$ cat config.mk
export PLATFORM = sky130hd
export DESIGN_NAME = div_unit
export DESIGN_NICKNAME = d
export VERILOG_FILES = /design/src/rtl/div_pkg.sv /design/src/rtl/div_step.sv /design/src/rtl/div_unit.sv
export SDC_FILE = /design/constraint.sdc
export NUM_CORES = 1
export LEC_CHECK = 0
export BUFFER_PORTS_ARGS = -buffer_cell sky130_fd_sc_hd__buf_4
export CORE_UTILIZATION = 53
export DETAILED_ROUTE_END_ITERATION = 8
export GPL_ROUTABILITY_DRIVEN = 0
export GPL_TIMING_DRIVEN = 0
export PLACE_DENSITY = 0.78
export SLEW_MARGIN = 20
export SYNTH_ARGS = -nofsm -noshare
export SYNTH_HDL_FRONTEND = slang
export SYNTH_SLANG_ARGS = --single-unit
$ cat constraint.sdc
create_clock -name clk -period 3.1 [get_ports clk]
set_input_delay 0.155 -clock clk [delete_from_list [all_inputs] [get_ports clk]]
set_output_delay 0.155 -clock clk [all_outputs]
set_load 0.01 [all_outputs]
$ cat src/rtl/div_pkg.sv
// Shared types and constants for the multi-cycle restoring divider.
package div_pkg;

  typedef enum logic [1:0] {
    IDLE = 2'd0,
    BUSY = 2'd1,
    DONE = 2'd2
  } div_state_t;

  localparam int DIV_W = 32;
  localparam logic [5:0] DIV_ITER_LAST = 6'd31;

endpackage

$ cat src/rtl/div_step.sv
// One radix-2 restoring iteration on the packed {remainder, quotient} register.
module div_step #(
  parameter int W = 32
) (
  input  logic [2*W-1:0] remQuo,
  input  logic [W-1:0]   divisor,
  output logic [2*W-1:0] remQuoNext
);

  logic [W:0]   partial;
  logic [W-1:0] diff;
  logic         fits;

  // Shifted remainder takes the next dividend bit from the quotient MSB.
  assign partial = remQuo[2*W-1:W-1];
  assign fits    = partial >= {1'b0, divisor};
  // When the divisor fits, the true difference is below 2^W, so low bits suffice.
  assign diff    = partial[W-1:0] - divisor;

  assign remQuoNext = fits ? {diff, remQuo[W-2:0], 1'b1}
                           : {partial[W-1:0], remQuo[W-2:0], 1'b0};

endmodule

$ cat src/rtl/div_unit.sv
// DIV/DIVU execute-stage divider with pipeline stall; 33-cycle latency.
// Optional macro DIV_ZERO_FASTPATH_EN: divide-by-zero completes straight from IDLE.
module div_unit #(
  parameter int DIV_W = div_pkg::DIV_W
) (
  input  logic               clk,
  input  logic               rst,
  input  logic               startE,
  input  logic               signedE,
  input  logic [DIV_W-1:0]   aE,
  input  logic [DIV_W-1:0]   bE,
  input  logic               annulE,
  output logic               div_stallE,
  output logic [2*DIV_W-1:0] div_resultE,
  output logic               div_readyE
);
  import div_pkg::*;

  div_state_t         state;
  logic [5:0]         iterCnt;
  logic [2*DIV_W-1:0] remQuo;
  logic [2*DIV_W-1:0] remQuoNext;
  logic [DIV_W-1:0]   divisor;
  logic [DIV_W-1:0]   absA;
  logic [DIV_W-1:0]   absB;
  logic [DIV_W-1:0]   rawRem;
  logic [DIV_W-1:0]   rawQuo;
  logic               negQuo;
  logic               negRem;
  logic               zeroFast;

  assign absA = (signedE && aE[DIV_W-1]) ? -aE : aE;
  assign absB = (signedE && bE[DIV_W-1]) ? -bE : bE;

`ifdef DIV_ZERO_FASTPATH_EN
  assign zeroFast = (bE == '0);
`else
  assign zeroFast = 1'b0;
`endif

  div_step #(.W(DIV_W)) u_step (
    .remQuo     (remQuo),
    .divisor    (divisor),
    .remQuoNext (remQuoNext)
  );

  // NOTE: sequential state uses non-blocking assignments so every register
  // samples pre-edge values regardless of statement order.
  always_ff @(posedge clk or posedge rst) begin
    if (rst) begin
      state   <= IDLE;
      iterCnt <= '0;
      remQuo  <= '0;
      divisor <= '0;
      negQuo  <= 1'b0;
      negRem  <= 1'b0;
    end else if (annulE) begin
      state <= IDLE;
    end else begin
      case (state)
        IDLE: begin
          if (startE) begin
            divisor <= absB;
            negQuo  <= signedE && (aE[DIV_W-1] ^ bE[DIV_W-1]);
            negRem  <= signedE && aE[DIV_W-1];
            iterCnt <= '0;
            if (zeroFast) begin
              // Exactly what 32 iterations against a zero divisor would leave.
              remQuo <= {absA, {DIV_W{1'b1}}};
              state  <= DONE;
            end else begin
              remQuo <= {{DIV_W{1'b0}}, absA};
              state  <= BUSY;
            end
          end
        end
        BUSY: begin
          remQuo <= remQuoNext;
          if (iterCnt == DIV_ITER_LAST) begin
            state <= DONE;
          end else begin
            iterCnt <= iterCnt + 6'd1;
          end
        end
        DONE:    state <= IDLE;
        default: state <= IDLE;
      endcase
    end
  end

  assign rawRem = remQuo[2*DIV_W-1:DIV_W];
  assign rawQuo = remQuo[DIV_W-1:0];

  assign div_resultE = {negRem ? -rawRem : rawRem, negQuo ? -rawQuo : rawQuo};
  assign div_readyE  = (state == DONE) && !annulE;
  assign div_stallE  = !annulE && (((state == IDLE) && startE) || (state == BUSY));

endmodule

==> impl_metrics.tcl, run 1 <==
set metrics [dict create \
    run_status "finished, violations left" \
    failed_checks "negative setup slack" \
    die_area_um2 17000 \
    power.leakage_nw 4.81 \
    clkLatencyLatePin_ns 0.36 \
    yosys_warnings 0 \
    hold_slack_ns 0.0694 \
    fmax_mhz 299 \
    initial_core_util_pct 54.6 \
    seqPwrFrac_pct 20.7 \
    worst-path-stages 9 \
    dp_cells 1432 \
    ant_nets 0 \
    synth.ff_latch_count 106 \
    area_growth_pct 27.4 \
    instances_no_fill 1496 \
    crit_family "simple AND/OR/NAND/NOR gates" \
    async_reset_ff_share_pct 100 \
    critPathMaxStageDelay_ns 0.56 \
    max_cap_violations 0 \
    comb_power_share_pct 68.6 \
    hpwl_um 19500 \
    cts_tree "built" \
    fin_nets 1382 \
    tightest_slew_ns 0.813 \
    avgSynthCellArea_um2 8.08 \
    critPathMaxFanout 3 \
    criticalPathCategory "register to output pin" \
    worstRegToRegCells 11 \
    num_io_pins 135 \
    critPathLaunchType "register" \
    path_buf_inv 2 \
    cts.path.max_buffers 2 \
    min_path_cells 3 \
    grt_pass1_vias 8120 \
    clk_root_buffer_cell "clkbuf_16" \
    rows 46 \
    synthFlopType "dfrtp_1" \
    required_ns 2.94 \
    switching_share_pct 45.8 \
    clock-sinks 106 \
    drive_gt1_share_pct 22.6 \
    finalMaxSlewViolations 0 \
    syn_inst 1081 \
    via_count 9031 \
    p_per_area_nw_per_um2 1090 \
    firstDrtPassIters 5 \
    synth_edf_count 0 \
    syn-num-nets 1188 \
    synth_cell_types 62 \
    numCtsBuffers 9 \
    hold_class "input port to register" \
    vdd_drop_max_uv 534 \
    min_period_ns 3.34 \
    grt_pass1_wl_um 41600 \
    rsz0062_at_grt "true" \
    crit_path_end_kind "output pin" \
    finalSetupTns_ns -1.15 \
    path_clk_slew_ns 0.08 \
    ys_seq_area_share_pct 30.4 \
    period_share_pct 108 \
    netlist_area_um2 8730 \
    final.setup_skew_ns 0.0102 \
    p_sw_mw 5.57 \
    cp_slowest_cell "or4_4" \
    setup_viol 8 \
    htreeDepth 3 \
    drtIter0Drc 873 \
    grt_overflow 0 \
    drc 0 \
    n_antenna_cell 0 \
    wire_per_inst_um 18.2 \
    grt_max_degree 79 \
    place_ws_ns -0.418 \
    die_x_um 130 \
    viasPerCell 6.04 \
    grtUsageTotal_pct 31.6 \
    clock_power_share_pct 10.7 \
    routed_wl_um 27300 \
    core_area_um2 16000 \
    hold_viol 0 \
    fin_ws_ns -0.243 \
    crit_top_cell "or4_4" \
    p_int_mw 6.58 \
    antenna_found_initial 0 \
    cp.arrival_ns 3.19 \
    die_h_um 130 \
    cp_cell_sequence "or4_4 -> nor4_4 -> nand4_1 -> or4_4 -> or4_4 -> buf_4 -> nand2_4 -> xnor2_2 -> buf_4" \
    maxSlewHeadroom_pct 45.0 \
    io_buffers 134 \
]
what timing repair did:
action,in CTS,in global routing
hold buffers,1,0
setup buffers,27,20
hold endpoints to repair,28,0
pin swaps,12,21
cloned,0,1
gates resized for setup,38,44
setup endpoints to repair,50,43
cell usage in the layout (no fill, tap or decap), drive strengths merged, types with 10 or more instances in the layout:
cell type and count:
buf 194, nor4 13, nor2 62, mux2i 23, inv 51, dfrtp 106
nand2 158, xor2 55, o211ai 13, o41ai 14, clkbuf 45, nor3 15
a21o 11, or4 19, xnor2 95, ha 37, nand4 11, a221o 10
nand3 26, a21oi 73, o21ai 140, o31ai 26
synth_stat cells (2+ instances only):
master	n	share of area, %
nor2_1	62	2.7
buf_4	3	0.26
nor4_4	2	0.49
and2_1	8	0.57
xor2_1	55	5.5
nand2b_1	9	0.64
a22o_1	2	0.20
o21a_1	6	0.52
or4_4	9	1.2
a31oi_1	7	0.50
a21oi_1	71	4.1
and3_1	5	0.36
a21o_1	11	0.95
or4_1	10	0.86
o41ai_1	13	1.3
o21ai_1	27	1.5
xnor2_1	95	9.5
a211oi_1	3	0.26
mux2i_1	23	2.6
a21oi_2	2	0.20
ha_1	37	5.3
o21bai_1	2	0.17
or3_1	8	0.57
o31ai_4	2	0.49
nand4_1	10	0.72
nor3_1	14	0.80
nor4_1	10	0.72
inv_1	51	2.2
dfrtp_1	106	30
nand3_1	26	1.5
clkbuf_1	35	1.5
nand3b_1	3	0.26
buf_6	3	0.39
o31ai_1	23	2.0
buf_1	5	0.22
o21ai_0	113	6.5
a221o_1	10	1.1
a21boi_0	3	0.26
nand2_1	158	6.8
o211ai_1	13	1.1
nor2b_1	5	0.36
power by group through the flow:
stage	Clock (mW)	Sequential, mW	Combinational, mW
2_1_floorplan	0	2.31	4.75
3_3_place_gp	0	2.48	6.57
3_5_place_dp	0	2.51	6.70
4_1_cts	1.28	2.47	7.42
5_1_grt	1.33	2.58	8.98
6_report	1.30	2.52	8.34
logic make-up after synthesis:
logic type                 share of synthesized area, %
and+or+nand+nor                                    19.3
AOI/OAI and AO/OA                                  22.3
xor gates and xnor gates                           15.0
DFF                                                30.4
buffers and inverters                              4.62
adders and majority gates                          5.53
muxes                                              2.77
metrics by stage:
step                      power [mW]  cell area [um2]  util [%]
after floorplan                 7.06             8730         -
after global placement          9.04            10000      62.5
after detailed placement        9.21            10000      62.7
after CTS                       11.2            10800      67.5
after global routing            12.9            11100      69.5
final                           12.2            11100      69.5
worst min-delay path, stage by stage:
cell,delay [ns]
buf_4,0.11
nand3_1,0.06
o21ai_0,0.07
path summary, 6_finish.rpt:
path | start | endpoint | slack [ns]
worst min-delay path | bE[31] | divisor[31]$_DFFE_PP0P_ | 0.07
worst max-delay path | remQuo[42]$_DFFE_PP0P_ | div_resultE[58] | -0.24
min in group asynchronous | rst | remQuo[20]$_DFFE_PP0P_ | 0.30
worst max register to register | divisor[1]$_DFFE_PP0P_ | remQuo[59]$_DFFE_PP0P_ | -0.01
max in group asynchronous | rst | remQuo[37]$_DFFE_PP0P_ | 2.10
worst min register to register | divisor[25]$_DFFE_PP0P_ | divisor[25]$_DFFE_PP0P_ | 0.49
cell type report:
| cell class | count | area [um2] |
|---|---|---|
| plain buffers | 46 | 229 |
| flip-flops and latches | 106 | 2670 |
| well taps | 216 | 270 |
| multi-input cells | 877 | 6010 |
| clock inverters | 6 | 90.1 |
| clock buffers | 10 | 239 |
| fillers | 1305 | 4870 |
| repair buffers | 184 | 1430 |
| inverters | 51 | 196 |
flip-flops by register name, summed over array words and instances (netlist names):
name / flops
state: 2
divisor: 32
negQuo: 1
negRem: 1
iterCnt: 6
remQuo: 64
routing by layer:
| layer | vias up | part of all wire, % | global-route usage (%) |
|---|---|---|---|
| met4 | 0 | 2.1 | 10.1 |
| met5 | - | 0 | 0 |
| met1 | 4268 | 43 | 44.2 |
| met2 | 478 | 47 | 51.2 |
| met3 | 59 | 8.3 | 3.85 |
| li1 | 4226 | - | - |
No activity file was read; power rests on OpenSTA's default activity.
==> inputs of run 2 (changes only) <==
CORE_UTILIZATION = 43   (was 53)
PLACE_DENSITY = 0.66   (was 0.78)
==> impl_metrics.tcl, run 2 (synthesized netlist as in run 1, its figures left out) <==
set metrics [dict create \
    tightest_slew_ns 0.796 \
    rr_startpoint "remQuo[37]$_DFFE_PP0P_" \
    rows 51 \
    failed_checks "negative setup slack" \
    power.leakage_nw 4.69 \
    final.setup_skew_ns 0.00983 \
    layout_common_cells "163 x buf_4, 157 x nand2_1, 106 x o21ai_0" \
    comb_power_share_pct 66.1 \
    ff2ff_setup_slack_ns -0.04 \
    drtIter0Drc 661 \
    crit_path_end_kind "output pin" \
    die_area_um2 20900 \
    core_area_um2 19700 \
    min_period_ns 3.38 \
    period_share_pct 109 \
    fin_ws_ns -0.283 \
    grt_pass1_vias 7859 \
    path_clk_slew_ns 0.08 \
    grt_max_degree 79 \
    maxSlewHeadroom_pct 46.7 \
    p_per_area_nw_per_um2 1040 \
    final_area_um2 10900 \
    seqPwrFrac_pct 22.0 \
    switching_share_pct 45.3 \
    p_sw_mw 5.17 \
    total_power_mw 11.4 \
    area_growth_pct 25.2 \
    vdd_drop_max_uv 449 \
    run_status "finished, violations left" \
    criticalPathCategory "register to output pin" \
    hold_viol 0 \
    cp-startpoint "remQuo[42]$_DFFE_PP0P_" \
    regMostFlops "remQuo" \
    reg_top3 "remQuo: 64 flops, divisor: 32 flops, iterCnt: 6 flops" \
    firstDrtPassIters 5 \
    hold_class "input port to register" \
    htreeDepth 3 \
    antenna_found_initial 0 \
    critPathMaxFanout 4 \
    place_area_um2 10100 \
    cts_tree "built" \
    die_x_um 144 \
    required_ns 2.94 \
    via_count 8564 \
    crit_end "div_resultE[60]" \
    clock-sinks 106 \
    critPathLaunchType "register" \
    io_buffers 134 \
    clk_root_buffer_cell "clkbuf_16" \
    instances_no_fill 1525 \
    clock_power_share_pct 11.9 \
    max_cap_violations 0 \
    grt_pass1_wl_um 41300 \
    hpwl_um 20000 \
    r2r_end "remQuo[58]$_DFFE_PP0P_" \
    largest_reg_flops 64 \
    final_common_cell "buf_4" \
    drive_gt1_share_pct 20.2 \
    drc 0 \
    fin_nets 1362 \
    num_io_pins 135 \
    dp_cells 1481 \
    worstRegToRegCells 11 \
    finalMaxSlewViolations 0 \
    wire_per_inst_um 17.2 \
    cts.path.max_buffers 2 \
    clkLatencyLatePin_ns 0.36 \
    rsz0062_at_grt "true" \
    cp.arrival_ns 3.23 \
    routed_wl_um 26300 \
    numCtsBuffers 9 \
    setup_viol 19 \
    die_h_um 144 \
    n_antenna_cell 0 \
    fmax_mhz 296 \
    grtUsageTotal_pct 25.7 \
    viasPerCell 5.62 \
    ant_nets 0 \
    initial_core_util_pct 44.4 \
    p_int_mw 6.25 \
    grt_overflow 0 \
]
-- run 2: cell count changes in the layout (fill, tap and decap cells not counted), sizes merged --
| cell | delta |
|---|---|
| clkinvlp | -1 |
| buf | -19 |
| clkinv | +1 |
| bufinv | +1 |
| clkbuf | -2 |
-- run 2: worst max-delay path, cell delays in order, from the launching register on --
cell and delay, ns:
dfrtp_2 0.42, or4_4 0.56, nor4_4 0.19, nand4_1 0.23
or4_4 0.54, or4_4 0.46, o31ai_4 0.19, xnor2_1 0.14
buf_4 0.14
-- run 2: stage by stage --
stage	utilization, %	hold slack, ns	setup TNS [ns]	setup slack [ns]
global placement	51.2	0.438	-136.63	-1.20
CTS	54.9	0.0629	-1.40	-0.296
global route	55.6	0.0896	-4.83	-0.432
finish	55.6	0.0791	-1.62	-0.283
detailed placement	51.4	0.137	-11.83	-0.445
floorplan	-	0.288	-0.134	-0.0255
-- run 2: repair_timing --
item                       CTS  global route
pin swaps                   12            13
hold endpoints to repair    28             0
hold buffers                 1             0
gates resized for setup     39            26
setup endpoints to repair   50            44
buffers inserted            19             9
-- run 2: per-layer routing --
layer | GRT usage [%] | up-vias | routed length [um]
li1 | - | 4173 | -
met1 | 36.9 | 4085 | 12500
met2 | 40.1 | 281 | 11900
met3 | 3.48 | 25 | 1480
met4 | 6.87 | 0 | 397
met5 | 0 | - | 0
-- run 2: power by group through the flow --
| stage | logic, mW | registers (mW) | clock network (mW) |
|---|---|---|---|
| finish | 7.55 | 2.51 | 1.35 |
| global route | 8.24 | 2.58 | 1.41 |
| CTS | 7.23 | 2.48 | 1.37 |
| detailed placement | 6.70 | 2.51 | 0 |
| global placement | 6.64 | 2.49 | 0 |
| floorplan | 4.75 | 2.31 | 0 |
-- run 2: final cells by class --
cell class	count	area, um2
Fill cell	1870	8720
Inverter	51	196
Multi-Input combinational cell	877	5910
Buffer	46	229
Clock inverter	7	118
Timing Repair Buffer	164	1260
Sequential cell	106	2670
Tap cell	265	332
Clock buffer	9	225
-- run 2: worst min-delay path by stage --
stage / from / endpoint / slack (ns) / cells after the start
2_1_floorplan: signedE / negQuo$_DFFE_PP0P_ / 0.29 / 2
3_3_place_gp: bE[31] / divisor[31]$_DFFE_PP0P_ / 0.44 / 3
3_5_place_dp: rst / remQuo[23]$_DFFE_PP0P_ / 0.14 / 2
4_1_cts: bE[31] / divisor[31]$_DFFE_PP0P_ / 0.06 / 3
5_1_grt: signedE / negQuo$_DFFE_PP0P_ / 0.09 / 3
6_report: bE[1] / divisor[1]$_DFFE_PP0P_ / 0.08 / 3
==> inputs of run 3 (changes only) <==
RECOVER_POWER = 50   (was default)
==> impl_metrics.tcl, run 3 (synthesized netlist as in run 1, its figures left out) <==
set metrics [dict create \
    num_io_pins 135 \
    min_to "divisor[1]$_DFFE_PP0P_" \
    antenna_found_initial 0 \
    n_antenna_cell 0 \
    ant_nets 0 \
    via_count 8577 \
    viasPerCell 5.62 \
    period_share_pct 109 \
    initial_core_util_pct 44.4 \
    firstDrtPassIters 5 \
    io_buffers 134 \
    clkLatencyLatePin_ns 0.36 \
    hold_class "input port to register" \
    r2r_end "remQuo[60]$_DFFE_PP0P_" \
    ff2ff_setup_slack_ns -0.07 \
    routed_wl_um 26300 \
    power.leakage_nw 4.65 \
    core_area_um2 19700 \
    final.setup_skew_ns 0.0102 \
    total_power_mw 11.4 \
    critPathLaunchType "register" \
    min_path_cells 3 \
    htreeDepth 3 \
    min_period_ns 3.39 \
    cts_tree "built" \
    fin_ws_ns -0.287 \
    hold_viol 0 \
    maxSlewHeadroom_pct 16.1 \
    vdd_drop_max_uv 449 \
    clock-sinks 106 \
    layout_common_cells "157 x nand2_1, 154 x buf_4, 107 x o21ai_0" \
    crit_path_end_kind "output pin" \
    grt_pass1_vias 7859 \
    cts.path.max_buffers 2 \
    run_status "finished, violations left" \
    path_clk_slew_ns 0.08 \
    final_common_cell "nand2_1" \
    tightest_slew_ns 1.25 \
    rows 51 \
    grt_max_degree 79 \
    numCtsBuffers 9 \
    largest_reg_flops 64 \
    grt_pass1_wl_um 41300 \
    finalMaxSlewViolations 0 \
    place_area_um2 10100 \
    fmax_mhz 295 \
    grtUsageTotal_pct 25.7 \
    die_h_um 144 \
    clk_root_buffer_cell "clkbuf_16" \
    cp.arrival_ns 3.23 \
    required_ns 2.94 \
    max_cap_violations 0 \
    area_growth_pct 24.6 \
    fin_nets 1362 \
    final_area_um2 10900 \
    die_area_um2 20900 \
    grt_overflow 0 \
    rr_startpoint "remQuo[32]$_DFFE_PP0P_" \
    drc 0 \
    failed_checks "negative setup slack" \
    die_x_um 144 \
    wire_per_inst_um 17.2 \
    fillers 1879 \
    critPathMaxFanout 4 \
    drive_gt1_share_pct 19.7 \
    p_per_area_nw_per_um2 1040 \
    setup_viol 20 \
    worstRegToRegCells 11 \
    hpwl_um 20000 \
    cp-startpoint "remQuo[42]$_DFFE_PP0P_" \
    drtIter0Drc 649 \
    hp-start "bE[1]" \
    criticalPathCategory "register to output pin" \
    regMostFlops "remQuo" \
    rsz0062_at_grt "true" \
    reg_top3 "remQuo: 64 flops, divisor: 32 flops, iterCnt: 6 flops" \
]
## run 3: layout make-up
type | count | area, um2 | area share [%]
multi-input combinational | 877 | 5910 | 54.3
inverter | 51 | 193 | 1.77
clock buffer | 9 | 225 | 2.07
buffer | 46 | 229 | 2.10
tap | 265 | 332 | 3.05
clock inverter | 7 | 118 | 1.08
sequential | 106 | 2670 | 24.5
timing repair buffer | 164 | 1210 | 11.1
## run 3: repair_timing
action	4_1_cts	5_1_grt
endpoints found under the setup margin	50	44
resized for setup	39	26
hold endpoints to repair	28	0
hold buffers	1	0
pin swaps	12	13
setup buffers	19	9
## run 3: power by group
group / internal (mW) / switching [mW]
Sequential: 1.84 / 0.670
Clock: 0.789 / 0.560
Combinational: 3.57 / 3.93
## run 3: worst max-delay path by stage
stage / endpoint / slack, ns / cells past startpoint
global placement: remQuo[41]$_DFFE_PP0P_ / -1.20 / 2
finish: div_resultE[60] / -0.29 / 8
detailed placement: remQuo[37]$_DFFE_PP0P_ / -0.44 / 12
CTS: div_resultE[60] / -0.30 / 8
global route: div_resultE[60] / -0.43 / 8
floorplan: remQuo[62]$_DFFE_PP0P_ / -0.03 / 11
## run 3: metal layers
layer,vias up,share of wire [%],track usage [%]
met4,0,1.5,6.87
li1,4180,-,-
met2,304,45,40.1
met5,-,0,0
met3,25,6.0,3.48
met1,4068,47,36.9
## run 3: worst max-delay path: stages (launching register included)
cell and delay [ns]:
dfrtp_2 0.42, or4_4 0.56, nor4_4 0.19, nand4_1 0.23, or4_4 0.54, or4_4 0.46
o31ai_4 0.19, xnor2_1 0.14, buf_4 0.14
## run 3: metrics by stage
step,std cells,worst slack (ns),hold WS (ns),util [%],TNS [ns]
2_1_floorplan,1081,-0.0255,0.288,-,-0.134
4_1_cts,1517,-0.296,0.0629,54.9,-1.40
6_report,1525,-0.287,0.0789,55.4,-1.79
5_1_grt,1525,-0.432,0.0896,55.4,-5.08
3_3_place_gp,1480,-1.20,0.438,51.2,-136.63
3_5_place_dp,1481,-0.445,0.137,51.4,-11.83
